--- src/rtl/muldiv_pkg.sv ---
// Op encodings, state type and counter width for the mul/div sequencer.
package muldiv_pkg;

    localparam int unsigned XLEN  = 32;
    localparam int unsigned CNT_W = 5;

    localparam logic [1:0] OP_MUL   = 2'd0;
    localparam logic [1:0] OP_MULHU = 2'd1;
    localparam logic [1:0] OP_DIVU  = 2'd2;
    localparam logic [1:0] OP_REMU  = 2'd3;

    typedef enum logic [2:0] {
        S_IDLE     = 3'd0,
        S_MUL_STEP = 3'd1,
        S_DIV_CMP  = 3'd2,
        S_DIV_SUB  = 3'd3,
        S_DONE     = 3'd4
    } state_e;

endpackage

--- src/rtl/rv_constants.sv ---
// ALU function codes shared across the rvsimple core datapath.
package rv_constants;

    localparam int unsigned ALU_FUNCTION_WIDTH = 5;

    localparam logic [ALU_FUNCTION_WIDTH-1:0] ALU_ZERO = 5'b00000;
    localparam logic [ALU_FUNCTION_WIDTH-1:0] ALU_ADD  = 5'b00001;
    localparam logic [ALU_FUNCTION_WIDTH-1:0] ALU_SUB  = 5'b00010;
    localparam logic [ALU_FUNCTION_WIDTH-1:0] ALU_SLL  = 5'b00011;
    localparam logic [ALU_FUNCTION_WIDTH-1:0] ALU_SRL  = 5'b00100;
    localparam logic [ALU_FUNCTION_WIDTH-1:0] ALU_SRA  = 5'b00101;
    localparam logic [ALU_FUNCTION_WIDTH-1:0] ALU_SEQ  = 5'b00110;
    localparam logic [ALU_FUNCTION_WIDTH-1:0] ALU_SLT  = 5'b00111;
    localparam logic [ALU_FUNCTION_WIDTH-1:0] ALU_SLTU = 5'b01000;
    localparam logic [ALU_FUNCTION_WIDTH-1:0] ALU_XOR  = 5'b01001;
    localparam logic [ALU_FUNCTION_WIDTH-1:0] ALU_OR   = 5'b01010;
    localparam logic [ALU_FUNCTION_WIDTH-1:0] ALU_AND  = 5'b01011;

endpackage

--- src/rtl/alu.sv ---
// Combinational 32-bit ALU using the rv_constants function codes.
module alu
    import rv_constants::*;
(
    input  logic [ALU_FUNCTION_WIDTH-1:0] alu_function,
    input  logic [31:0]                   operand_a,
    input  logic [31:0]                   operand_b,
    output logic [31:0]                   result
);

    always_comb begin
        result = 32'd0;
        unique case (alu_function)
            ALU_ADD:  result = operand_a + operand_b;
            ALU_SUB:  result = operand_a - operand_b;
            ALU_SLL:  result = operand_a << operand_b[4:0];
            ALU_SRL:  result = operand_a >> operand_b[4:0];
            ALU_SRA:  result = $signed(operand_a) >>> operand_b[4:0];
            ALU_SEQ:  result = {31'd0, operand_a == operand_b};
            ALU_SLT:  result = {31'd0, $signed(operand_a) < $signed(operand_b)};
            ALU_SLTU: result = {31'd0, operand_a < operand_b};
            ALU_XOR:  result = operand_a ^ operand_b;
            ALU_OR:   result = operand_a | operand_b;
            ALU_AND:  result = operand_a & operand_b;
            default:  result = 32'd0;
        endcase
    end

endmodule

--- src/rtl/muldiv_sequencer.sv ---
// Iterative unsigned MUL/MULHU/DIVU/REMU sequencer sharing one ALU for all arithmetic.
module muldiv_sequencer
    import rv_constants::*;
    import muldiv_pkg::*;
(
    input  logic        clock,
    input  logic        reset,
    input  logic        req_valid,
    output logic        req_ready,
    input  logic [1:0]  req_op,
    input  logic [31:0] req_a,
    input  logic [31:0] req_b,
    output logic        resp_valid,
    input  logic        resp_ready,
    output logic [31:0] resp_data,
    output logic        busy
);

    state_e                  state_q, state_d;
    logic [1:0]              op_q, op_d;
    logic [XLEN-1:0]         acc_q, acc_d;    // hi (mul) / rem (div)
    logic [XLEN-1:0]         lo_q, lo_d;      // lo (mul) / quo (div)
    logic [XLEN-1:0]         opb_q, opb_d;    // mcand (mul) / div (div)
    logic [CNT_W-1:0]        count_q, count_d;
    logic [XLEN-1:0]         resp_q, resp_d;

    logic [ALU_FUNCTION_WIDTH-1:0] alu_fn;
    logic [XLEN-1:0]         alu_a, alu_b, alu_result;
    logic [XLEN-1:0]         rem_sh;
    logic                    carry;
    logic                    div_step;

    alu u_alu (
        .alu_function (alu_fn),
        .operand_a    (alu_a),
        .operand_b    (alu_b),
        .result       (alu_result)
    );

    always_ff @(posedge clock or negedge reset) begin
        if (!reset) begin
            state_q <= S_IDLE;
            op_q    <= 2'd0;
            acc_q   <= '0;
            lo_q    <= '0;
            opb_q   <= '0;
            count_q <= '0;
            resp_q  <= '0;
        end else begin
            state_q <= state_d;
            op_q    <= op_d;
            acc_q   <= acc_d;
            lo_q    <= lo_d;
            opb_q   <= opb_d;
            count_q <= count_d;
            resp_q  <= resp_d;
        end
    end

    always_comb begin
        state_d  = state_q;
        op_d     = op_q;
        acc_d    = acc_q;
        lo_d     = lo_q;
        opb_d    = opb_q;
        count_d  = count_q;
        resp_d   = resp_q;
        alu_fn   = ALU_ADD;
        alu_a    = acc_q;
        alu_b    = opb_q;
        rem_sh   = {acc_q[XLEN-2:0], lo_q[XLEN-1]};
        carry    = 1'b0;
        div_step = 1'b0;

        unique case (state_q)
            S_IDLE: begin
                if (req_valid) begin
                    op_d    = req_op;
                    count_d = CNT_W'(31);
                    acc_d   = '0;
                    if (req_op == OP_MUL || req_op == OP_MULHU) begin
                        lo_d    = req_b;
                        opb_d   = req_a;
                        state_d = S_MUL_STEP;
                    end else if (req_b == '0) begin
                        resp_d  = (req_op == OP_DIVU) ? '1 : req_a;
                        state_d = S_DONE;
                    end else begin
                        lo_d    = req_a;
                        opb_d   = req_b;
                        state_d = S_DIV_CMP;
                    end
                end
            end
            S_MUL_STEP: begin
                alu_fn = ALU_ADD;
                carry  = (alu_result < opb_q);
                if (lo_q[0]) begin
                    {acc_d, lo_d} = {carry, alu_result, lo_q[XLEN-1:1]};
                end else begin
                    {acc_d, lo_d} = {1'b0, acc_q, lo_q[XLEN-1:1]};
                end
                if (count_q == '0) begin
                    resp_d  = (op_q == OP_MULHU) ? acc_d : lo_d;
                    state_d = S_DONE;
                end else begin
                    count_d = count_q - CNT_W'(1);
                end
            end
            S_DIV_CMP: begin
                // A set msb means the shifted remainder already exceeds any divisor.
                alu_fn = ALU_SLTU;
                alu_a  = rem_sh;
                acc_d  = rem_sh;
                if (!acc_q[XLEN-1] && alu_result[0]) begin
                    lo_d     = {lo_q[XLEN-2:0], 1'b0};
                    div_step = 1'b1;
                end else begin
                    state_d = S_DIV_SUB;
                end
            end
            S_DIV_SUB: begin
                alu_fn   = ALU_SUB;
                acc_d    = alu_result;
                lo_d     = {lo_q[XLEN-2:0], 1'b1};
                div_step = 1'b1;
            end
            S_DONE: begin
                if (resp_ready) begin
                    state_d = S_IDLE;
                end
            end
            default: state_d = S_IDLE;
        endcase

        if (div_step) begin
            if (count_q == '0) begin
                resp_d  = (op_q == OP_REMU) ? acc_d : lo_d;
                state_d = S_DONE;
            end else begin
                count_d = count_q - CNT_W'(1);
                state_d = S_DIV_CMP;
            end
        end
    end

    assign req_ready  = (state_q == S_IDLE);
    assign resp_valid = (state_q == S_DONE);
    assign busy       = (state_q != S_IDLE);
    assign resp_data  = resp_q;

endmodule

--- config.mk ---
export PLATFORM = sky130hd
export DESIGN_NAME = muldiv_sequencer
export DESIGN_NICKNAME = d
export VERILOG_FILES = /design/src/rtl/muldiv_pkg.sv /design/src/rtl/rv_constants.sv /design/src/rtl/alu.sv /design/src/rtl/muldiv_sequencer.sv
export SDC_FILE = /design/constraint.sdc
export NUM_CORES = 1
export LEC_CHECK = 0
export CAP_MARGIN = 20
export CELL_PAD_IN_SITES_DETAIL_PLACEMENT = 1
export CELL_PAD_IN_SITES_GLOBAL_PLACEMENT = 2
export CORE_MARGIN = 10
export CORE_UTILIZATION = 41
export CTS_BUF_LIST = sky130_fd_sc_hd__clkbuf_8
export DETAILED_ROUTE_END_ITERATION = 8
export GPL_TIMING_DRIVEN = 0
export PLACE_DENSITY_LB_ADDON = 0.2
export SYNTH_ARGS = -nofsm -noshare
export SYNTH_HDL_FRONTEND = slang
export SYNTH_HIERARCHICAL = 1
export SYNTH_SLANG_ARGS = --single-unit
--- constraint.sdc ---
create_clock -name clock -period 10.78 [get_ports clock]
set_input_delay 2.156 -clock clock [delete_from_list [all_inputs] [get_ports clock]]
set_output_delay 2.156 -clock clock [all_outputs]
set_load 0.02 [all_outputs]
[Yosys cells after proc, flatten, opt, wreduce, memory -nomap -nowiden]
Index checks and enable logic that the tools add are counted.
Cells by class
  add/subtract/negate cells: 3
  $lt $le $gt $ge: 3
  equal/unequal tests: 26
  shift-type cells: 3
  multiplexer cells: 40
  bitwise gates (word level): 3
  reduce and logical (&&, ||, !) cells: 11
Operator list (number)
  $mux W32: 19
  $pmux W32 S11: 1
  $pmux W32 S4: 2
  $lt A32 B32 Y1: 3
  $pmux W32 S2: 1
  $add A32 B32 Y32: 1
  $and A32 B32 Y32: 1
  $eq A32 B32 Y1: 1
  $logic_not A32 Y1: 1
  $or A32 B32 Y32: 1
  $shl A32 B5 Y32: 1
  $shr A32 B5 Y32: 1
  $sshr A32 B5 Y32: 1
  $sub A32 B32 Y32: 1
  $xor A32 B32 Y32: 1
  $mux W3: 8
  $mux W5: 4
  $eq A4 B3 Y1 const B: 4
  $eq A4 B4 Y1 const B: 4
  $pmux W3 S5: 1
  $pmux W5 S2: 1
  $eq A4 B2 Y1 const B: 2
  $pmux W4 S2: 1
  $eq A3 B2 Y1 const B: 2
  22 further kinds: 26
Storage, ports and cells
  register bits after elaboration: 138
  input bits: 70

[Depth between registers and ports, before layout]
Gate-level depths: netlist of run 1.
  depth in word-level cells: 11
  gate-level depth with buffers: 25
  depth with buffers taken out: 21

[Modules after synthesis]
Netlist of run 1, hierarchy kept.
Modules (own cells, without submodules)
  muldiv_sequencer: instances 1, cells each 1080, area an instance 9526.6 um^2
  alu: instances 1, cells each 1267, area an instance 8937.3 um^2

[Worst setup path before layout of run 1]
Ideal clock, no wire load.
  path type: reg-to-reg
  start: register state_q[1]
  end: register resp_q[31], in the netlist resp_data[31]
  data arrival time: 5.835 ns
  required time: 10.676 ns
  slack: 4.841 ns
  cell stages (with the launch flop): 25
  buffers on the path: 4
  period minus slack after synthesis: 5.939 ns
  cell sequence: dfrtp_1 > buf_2 > nor3b_2 > clkbuf_1 > buf_2 > mux2_2 > inv_1 > ha_1 > buf_6 > or3_4 > or4_4 > a211oi_2 > o2111ai_1 > a2111o_1 > and3_1 > o32ai_1 > nand2_1 > ha_1 > and2_1 > a221o_1 > nand2_1 > nand4b_1 > nor3b_1 > o21ai_0 > a221oi_1
On the way
  longest elaborated chain between the ends: 11
Ends and longest elaborated chain
  start: declaration: RTL line muldiv_sequencer.sv:19  | state_e state_q, state_d;
  start signal: assignment: RTL line muldiv_sequencer.sv:50  | state_q <= state_d;
  $eq A3 B2 Y1 (*): RTL line muldiv_sequencer.sv:75  | unique case (state_q)
  $mux W32 (*): RTL line muldiv_sequencer.sv:75
  net alu_a[9]: RTL line muldiv_sequencer.sv:28  | logic [XLEN-1:0] alu_a, alu_b, alu_result;
  $sub A32 B32 Y32 (tied with other cells): RTL line alu.sv:15  | ALU_SUB: result = operand_a - operand_b;
  $pmux W32 S11 (*): RTL line alu.sv:13  | unique case (alu_function)
  net alu_result[26]: RTL line muldiv_sequencer.sv:28
  $lt A32 B32 Y1 (*): RTL line muldiv_sequencer.sv:97  | carry = (alu_result < opb_q);
  $mux W32 (*): RTL line muldiv_sequencer.sv:98  | if (lo_q[0]) begin
  $mux W32: RTL line muldiv_sequencer.sv:104  | resp_d = (op_q == OP_MULHU) ? acc_d : lo_d;
  $mux W32: RTL line muldiv_sequencer.sv:103  | if (count_q == '0) begin
  $pmux W32 S2: RTL line muldiv_sequencer.sv:75
  $mux W32: RTL line muldiv_sequencer.sv:137  | if (count_q == '0) begin
  $mux W32 (*): RTL line muldiv_sequencer.sv:136  | if (div_step) begin
  net resp_d[31]: RTL line muldiv_sequencer.sv:25  | logic [XLEN-1:0] resp_q, resp_d;
  end signal: assignment: RTL line muldiv_sequencer.sv:56  | resp_q <= resp_d;
  end: declaration: RTL line muldiv_sequencer.sv:25
The timed path passes the listed nets; every way through them passes the cells marked *.
A chain may end at the register's enable or synchronous reset.

[Worst setup path in the final report of run 1]
  start: register opb_q[2], in the netlist alu_b[2]
  end: register resp_q[31], in the netlist resp_data[31]
On the way
  longest elaborated chain between the ends: 9
Ends and longest elaborated chain
  start: declaration: RTL line muldiv_sequencer.sv:23  | logic [XLEN-1:0] opb_q, opb_d;
  start signal: assignment: RTL line muldiv_sequencer.sv:54  | opb_q <= opb_d;
  $sub A32 B32 Y32 (tied with other cells): RTL line alu.sv:15
  $pmux W32 S11 (*): RTL line alu.sv:13
  net alu_result[27]: RTL line muldiv_sequencer.sv:28
  $lt A32 B32 Y1 (*): RTL line muldiv_sequencer.sv:97
  $mux W32 (*): RTL line muldiv_sequencer.sv:98
  $mux W32: RTL line muldiv_sequencer.sv:104
  $mux W32: RTL line muldiv_sequencer.sv:103
  $pmux W32 S2: RTL line muldiv_sequencer.sv:75
  $mux W32: RTL line muldiv_sequencer.sv:137
  $mux W32 (*): RTL line muldiv_sequencer.sv:136
  net resp_d[31]: RTL line muldiv_sequencer.sv:25
Marked as above.

==> flow_summary.toml, run 1 <==
[status]
outcome = "finished clean"

[place]
place.gp.congestion = 1.078
dp_hpwl_mm = 84.45
port_buffers = 104

[setup_path]
cp_top_family = "compound AO/OA/AOI/OAI gates"
critPathKind = "register to register"
slowest_stage = "a211oi_1"
cpMostUsedCell = "clkbuf_1"
critPathMaxStageDelay_ps = 920
arrival_ps = 9140
end_kind = "register"
path_cells = "inv_1 > buf_1 > clkbuf_1 > clkbuf_1 > buf_1 > ha_1 > clkbuf_1 > nand3_1 > a211o_1 > a211oi_1 > o211ai_1 > a21oi_1 > nand2b_1 > a221oi_1 > o211ai_1 > ha_1 > and2_1 > a221o_1 > nand2_1 > nand4b_1 > nor3b_1 > o21ai_0 > a221oi_1"
cp.required_ps = 11210
critPathBufInv = 6
worstPathMaxFanout = 11
crit_path_start_kind = "register"

[cts]
cts_setup_buffers = 0
cts_resized = 0
path_clk_slew_ps = 100
cts-root-buf = "clkbuf_8"
cts_max_level = 4
cts_max_path_buffers = 2
numCtsBuffers = 17
clk_latency_ps = 520
ctsHoldBuffers = 0
cts_tree = "done"
clkSinkCount = 138

[synth]
synthArstFlopShare = 1.000
ys.flop_type = "dfrtp_1"
post-synth-top-count-cell = "nand2_1"
seq_area_frac_synth = 0.1870
synth_common_cells = "264 x nand2_1, 214 x o21ai_0, 172 x nor2_1"
synth_cells = 2347
synth_seq_cells = 138
yosys_warnings = 6
synth.distinct_cells = 96
avgSynthCellArea_um2 = 7.867
syn_area_um2 = 18460
synth_edf_count = 0
synth_area_leaders = "dfrtp_1 19%, ha_1 8.9%, mux2i_1 7.2%"
netlist.area_leader.share = 0.1870
yosysTopAreaCell = "dfrtp_1"

[finish]
layout-drive-gt1-share = 0.1045
multi_input_area_um2 = 13740
nets = 2678
syn2layout_area_growth_pct = 12.17
regArea_um2 = 3453
antenna_cells = 0
nFillCells = 5472

[grt]
grt_pass1_vias = 22100
grt-ovfl-total = 0
antenna_found_initial = 0
grt_max_degree = 72
grt_pass1_wl_mm = 151.6
track_usage = 0.3762

[detailed_routing]
drt_iter0_markers = 3048
drt-total-wl_mm = 104.6
drc = 0
viasPerCell = 7.076
drt_pre_antenna_iters = 9
via_count = 21790
final_antenna_net_count = 0
wire_per_inst_um = 33.96

[timing]
max_freq_mhz = 114.8
setup_viol = 0
period_needed_ps = 8714
final_max_slew_viol_count = 0
worst_slew_pin_slew_ps = 1278
tns_ps = 0
skew_ps = 23.11
rsz0062_at_grt = "false"
period_share = 0.8083
hold_viol_final = 0
relSlewSlack = 0.1449

[flow_run]
drv_cap = 0

[power]
p_total_mw = 6.960
power_density_nw_per_um2 = 336.1
p_leak_nw = 8.265
ir_drop_mv = 0.1153

[floorplan]
die_w_um = 232.2
coreArea_um2 = 44410
row_count = 77
die_area_um2 = 53920
start_util = 0.4157
io_pins = 105
die-height_um = 232.2

[worst_hold_path]
hp-class = "register to register"
-- cell type report --
type                    instances  area share
multi-input cells            1890      0.6636
well taps                     592     0.03576
flip-flops and latches        138      0.1667
inverters                     131     0.02374
clock inverters                15    0.008518
clock buffers                  17     0.01130
repair buffers                107     0.05226
plain buffers                 190     0.03812
-- cell usage in the layout, fill, tap and decap left out, types with 103 or more instances in the layout --
master           synthesis  final
clkbuf_1               125    125
mux2i_1                133    133
nand2_1                264    264
a21oi_1                141    141
ha_1                   131    131
nor2_1                 172    172
clkdlybuf4s50_1          0    103
dfrtp_1                138    138
inv_1                  128    130
o21ai_0                214    214
-- per-stage QoR --
step	area, µm²	hold WS [ps]	util	worst slack, ps	std cells
5_1_grt	20710	561.5	0.4663	1855	3080
3_5_place_dp	20300	510.4	0.4571	2385	3048
4_1_cts	20710	520.3	0.4663	2295	3080
6_report	20710	508.6	0.4663	2066	3080
3_3_place_gp	20250	482.0	0.4560	1608	3045
2_1_floorplan	18470	458.9	-	4841	2349
-- sequential cells by signal, indices dropped and copies added (netlist names) --
name and flops:
lo_q 32, op_q 2, state_q 3, count_q 5, acc_q 32, resp_data 32
alu_b 32
-- final timing paths --
check	from	to	slack, ps	cells after the start
max	alu_b[2]	resp_data[31]	2070	23
min	count_q[0]	count_q[0]	510	1
max reg2reg	alu_b[2]	resp_data[31]	2070	23
min reg2reg	count_q[0]	count_q[0]	510	1
max in group asynchronous	reset	acc_q[11]	8330	2
min in group asynchronous	reset	resp_data[26]	1610	1
-- per-layer routing --
| layer | routed length, µm | GRT usage |
|---|---|---|
| met5 | 0 | 0 |
| met4 | 8401 | 0.2544 |
| met3 | 10190 | 0.08417 |
| met2 | 47420 | 0.6048 |
| met1 | 38580 | 0.4420 |
-- logic make-up after synthesis --
| family | synth area share |
|---|---|
| muxes | 0.1904 |
| adders and majority gates | 0.09094 |
| other | 0.0002031 |
| DFF | 0.1870 |
| buffers and inverters | 0.06939 |
| and+or+nand+nor | 0.1714 |
| AOI/OAI and AO/OA | 0.2902 |
| xor gates and xnor gates | 0.0004744 |
-- worst register-to-register path: cells and delay by family, from the launching register on --
kind,cells,cell delay [ps]
AOI/OAI and AO/OA,9,3350
adders and majority gates,2,580
buffers and inverters,6,2960
DFF,1,620
and+or+nand+nor,6,1130
-- power by group --
group	leakage [nW]	internal, mW	switching, mW
combinational	6.25	1.79	3.74
clock	0.207	0.229	0.245
sequential	1.81	0.687	0.270
Note: power is estimated with default switching activity, not from simulation.
==> run 2, diff against run 1 <==
- CORE_UTILIZATION: 41 -> 34
- clock period: 10.78 -> 8 ns (I/O delays scaled with it)
==> run 2 against run 1 <==
Against the previous run: total power up 38%; sequential cell count unchanged; via count down 1.4%; worst setup slack worse by 1900 ps; first-iteration DRC count down 24%; utilization down 7.7 points; clock skew down 7.1 ps; non-clock buffer count down 1; count of clock-buffer cells in the layout unchanged; sequential share of layout area down 0.20 points; cell area up 1.2%; critical endpoint unchanged.
==> flow_summary.toml, run 2 (synthesized netlist as in run 1, its figures left out) <==
[status]
outcome = "finished clean"

[place]
placedCellCount = 3151
dpl_cell_area_um2 = 20430
place.gp.congestion = 1.020
port_buffers = 104
post-place-ws_ps = -943.8
dp_hpwl_mm = 91.20

[setup_path]
arrival_ps = 8270
slowest_stage = "or4_1"
crit_path_start_kind = "register"
path_cells = "buf_2 > nor3b_4 > buf_2 > buf_2 > mux2_2 > inv_1 > ha_1 > clkbuf_1 > or4_1 > nor3_2 > nand4_1 > a311o_1 > nand4_1 > nand2_1 > o221a_2 > o211ai_1 > ha_1 > and2_1 > a221o_1 > nand2_1 > nand4b_1 > nor3b_1 > o21ai_0 > a221oi_1"
reg2reg_depth = 24
cp.required_ps = 8410
critPathMaxStageDelay_ps = 600
r2r-start = "state_q[1]"
cp_top_family = "simple AND/OR/NAND/NOR gates"
crit_path_start = "state_q[1]"
critPathKind = "register to register"
critPathBufInv = 5
reg2reg_to = "resp_data[31]"
worstPathMaxFanout = 11
r2r_slack_ps = 140
end_kind = "register"
cpMostUsedCell = "buf_2"

[detailed_routing]
wire_per_inst_um = 35.03
viasPerCell = 6.743
final_antenna_net_count = 0
drt_pre_antenna_iters = 8
via_count = 21480
drt-total-wl_mm = 111.6
drc = 0
drt_iter0_markers = 2308

[floorplan]
die_area_um2 = 64030
coreArea_um2 = 53810
row_count = 85
die-height_um = 253.0
io_pins = 105
die_w_um = 253.0
start_util = 0.3431

[timing]
tns_ps = 0
hold_viol_final = 0
rsz0062_at_grt = "false"
setup_viol = 0
period_needed_ps = 7857
setup_slack_ps = 143.3
period_share = 0.9821
skew_ps = 16.03
final_max_slew_viol_count = 0
max_freq_mhz = 127.3
relSlewSlack = 0.1232
worst_slew_pin_slew_ps = 1301

[flow_run]
drv_cap = 0

[cts]
numCtsBuffers = 17
cts_max_path_buffers = 2
cts-root-buf = "clkbuf_8"
ctsHoldBuffers = 0
path_clk_slew_ps = 90
cts_tree = "done"
clkSinkCount = 138
cts_max_level = 4
clk_latency_ps = 520

[power]
pwr-share-comb = 0.788
p_total_mw = 9.627
power_density_nw_per_um2 = 459.2
p_int_mw = 3.723
p_sw_mw = 5.904
ir_drop_mv = 0.1427
power_frac_seq = 0.136
swShare = 0.6132
p_leak_nw = 8.329
p_clk_frac = 0.076

[grt]
grt_max_degree = 84
grt_pass1_wl_mm = 159.2
grt_pass1_vias = 21910
antenna_found_initial = 1
grt-ovfl-total = 0
track_usage = 0.3400

[worst_hold_path]
min_path_cells = 1
worstHoldEndpoint = "count_q[0]"
worstHoldStart = "count_q[0]"
hp-class = "register to register"

[finish]
mostFrequentLayoutCells = "264 x nand2_1, 214 x o21ai_0, 172 x nor2_1"
nets = 2677
finish.instance_area_um2 = 20970
stdcell_count = 3186
layout-drive-gt1-share = 0.1102
final_common_cell = "nand2_1"
syn2layout_area_growth_pct = 13.55
[run 2: cell count changes in the layout (fill, tap and decap cells not counted), sizes merged]
cell and change:
inv +1, diode +3, clkinvlp -3, clkbuf -1, bufinv +2
[run 2: worst max path at each step]
stage	to	slack, ps	cells after the start
6_report	resp_data[31]	140	24
5_1_grt	resp_data[31]	20	24
4_1_cts	resp_data[31]	110	22
3_5_place_dp	resp_data[31]	-940	23
3_3_place_gp	resp_data[31]	-1020	23
2_1_floorplan	resp_data[31]	2060	24
[run 2: area by class of cell]
class | instances | area [µm²]
Fill cell | 6500 | 32850
Multi-Input combinational cell | 1890 | 13790
Sequential cell | 138 | 3453
Timing Repair Buffer | 108 | 1096
Tap cell | 696 | 870.8
Buffer | 188 | 788.3
Inverter | 131 | 491.7
Clock inverter | 15 | 235.2
Clock buffer | 17 | 234.0
Antenna cell | 3 | 7.507
[run 2: repair_timing]
action                     in CTS  in global routing
setup buffers                   0                  1
setup endpoints to repair      31                 13
hold endpoints to repair        0                  0
pin swaps                       0                  1
gates resized for setup         9                  8
[run 2: power groups by stage]
stage	combinational, mW	clock [mW]	sequential [mW]
final	7.59	0.728	1.31
after global routing	7.98	0.760	1.34
after CTS	7.31	0.732	1.29
after detailed placement	7.26	0	1.31
after global placement	7.16	0	1.30
after floorplan	4.59	0	1.13
[run 2: metrics by stage]
stage               hold slack, ps  utilization
finish                       514.7       0.3896
global route                 548.5       0.3895
CTS                          534.4       0.3890
detailed placement           510.4       0.3796
global placement             497.4       0.3788
floorplan                    458.9            -
[run 2: per-layer routing]
layer  vias to the layer above  part of all wire  global-route usage
li1                       9121                 -                   -
met1                     10850              0.40              0.4106
met2                      1162              0.47              0.5696
met3                       351             0.065             0.04449
met4                         2             0.066              0.2020
met5                         -           0.00014                   0
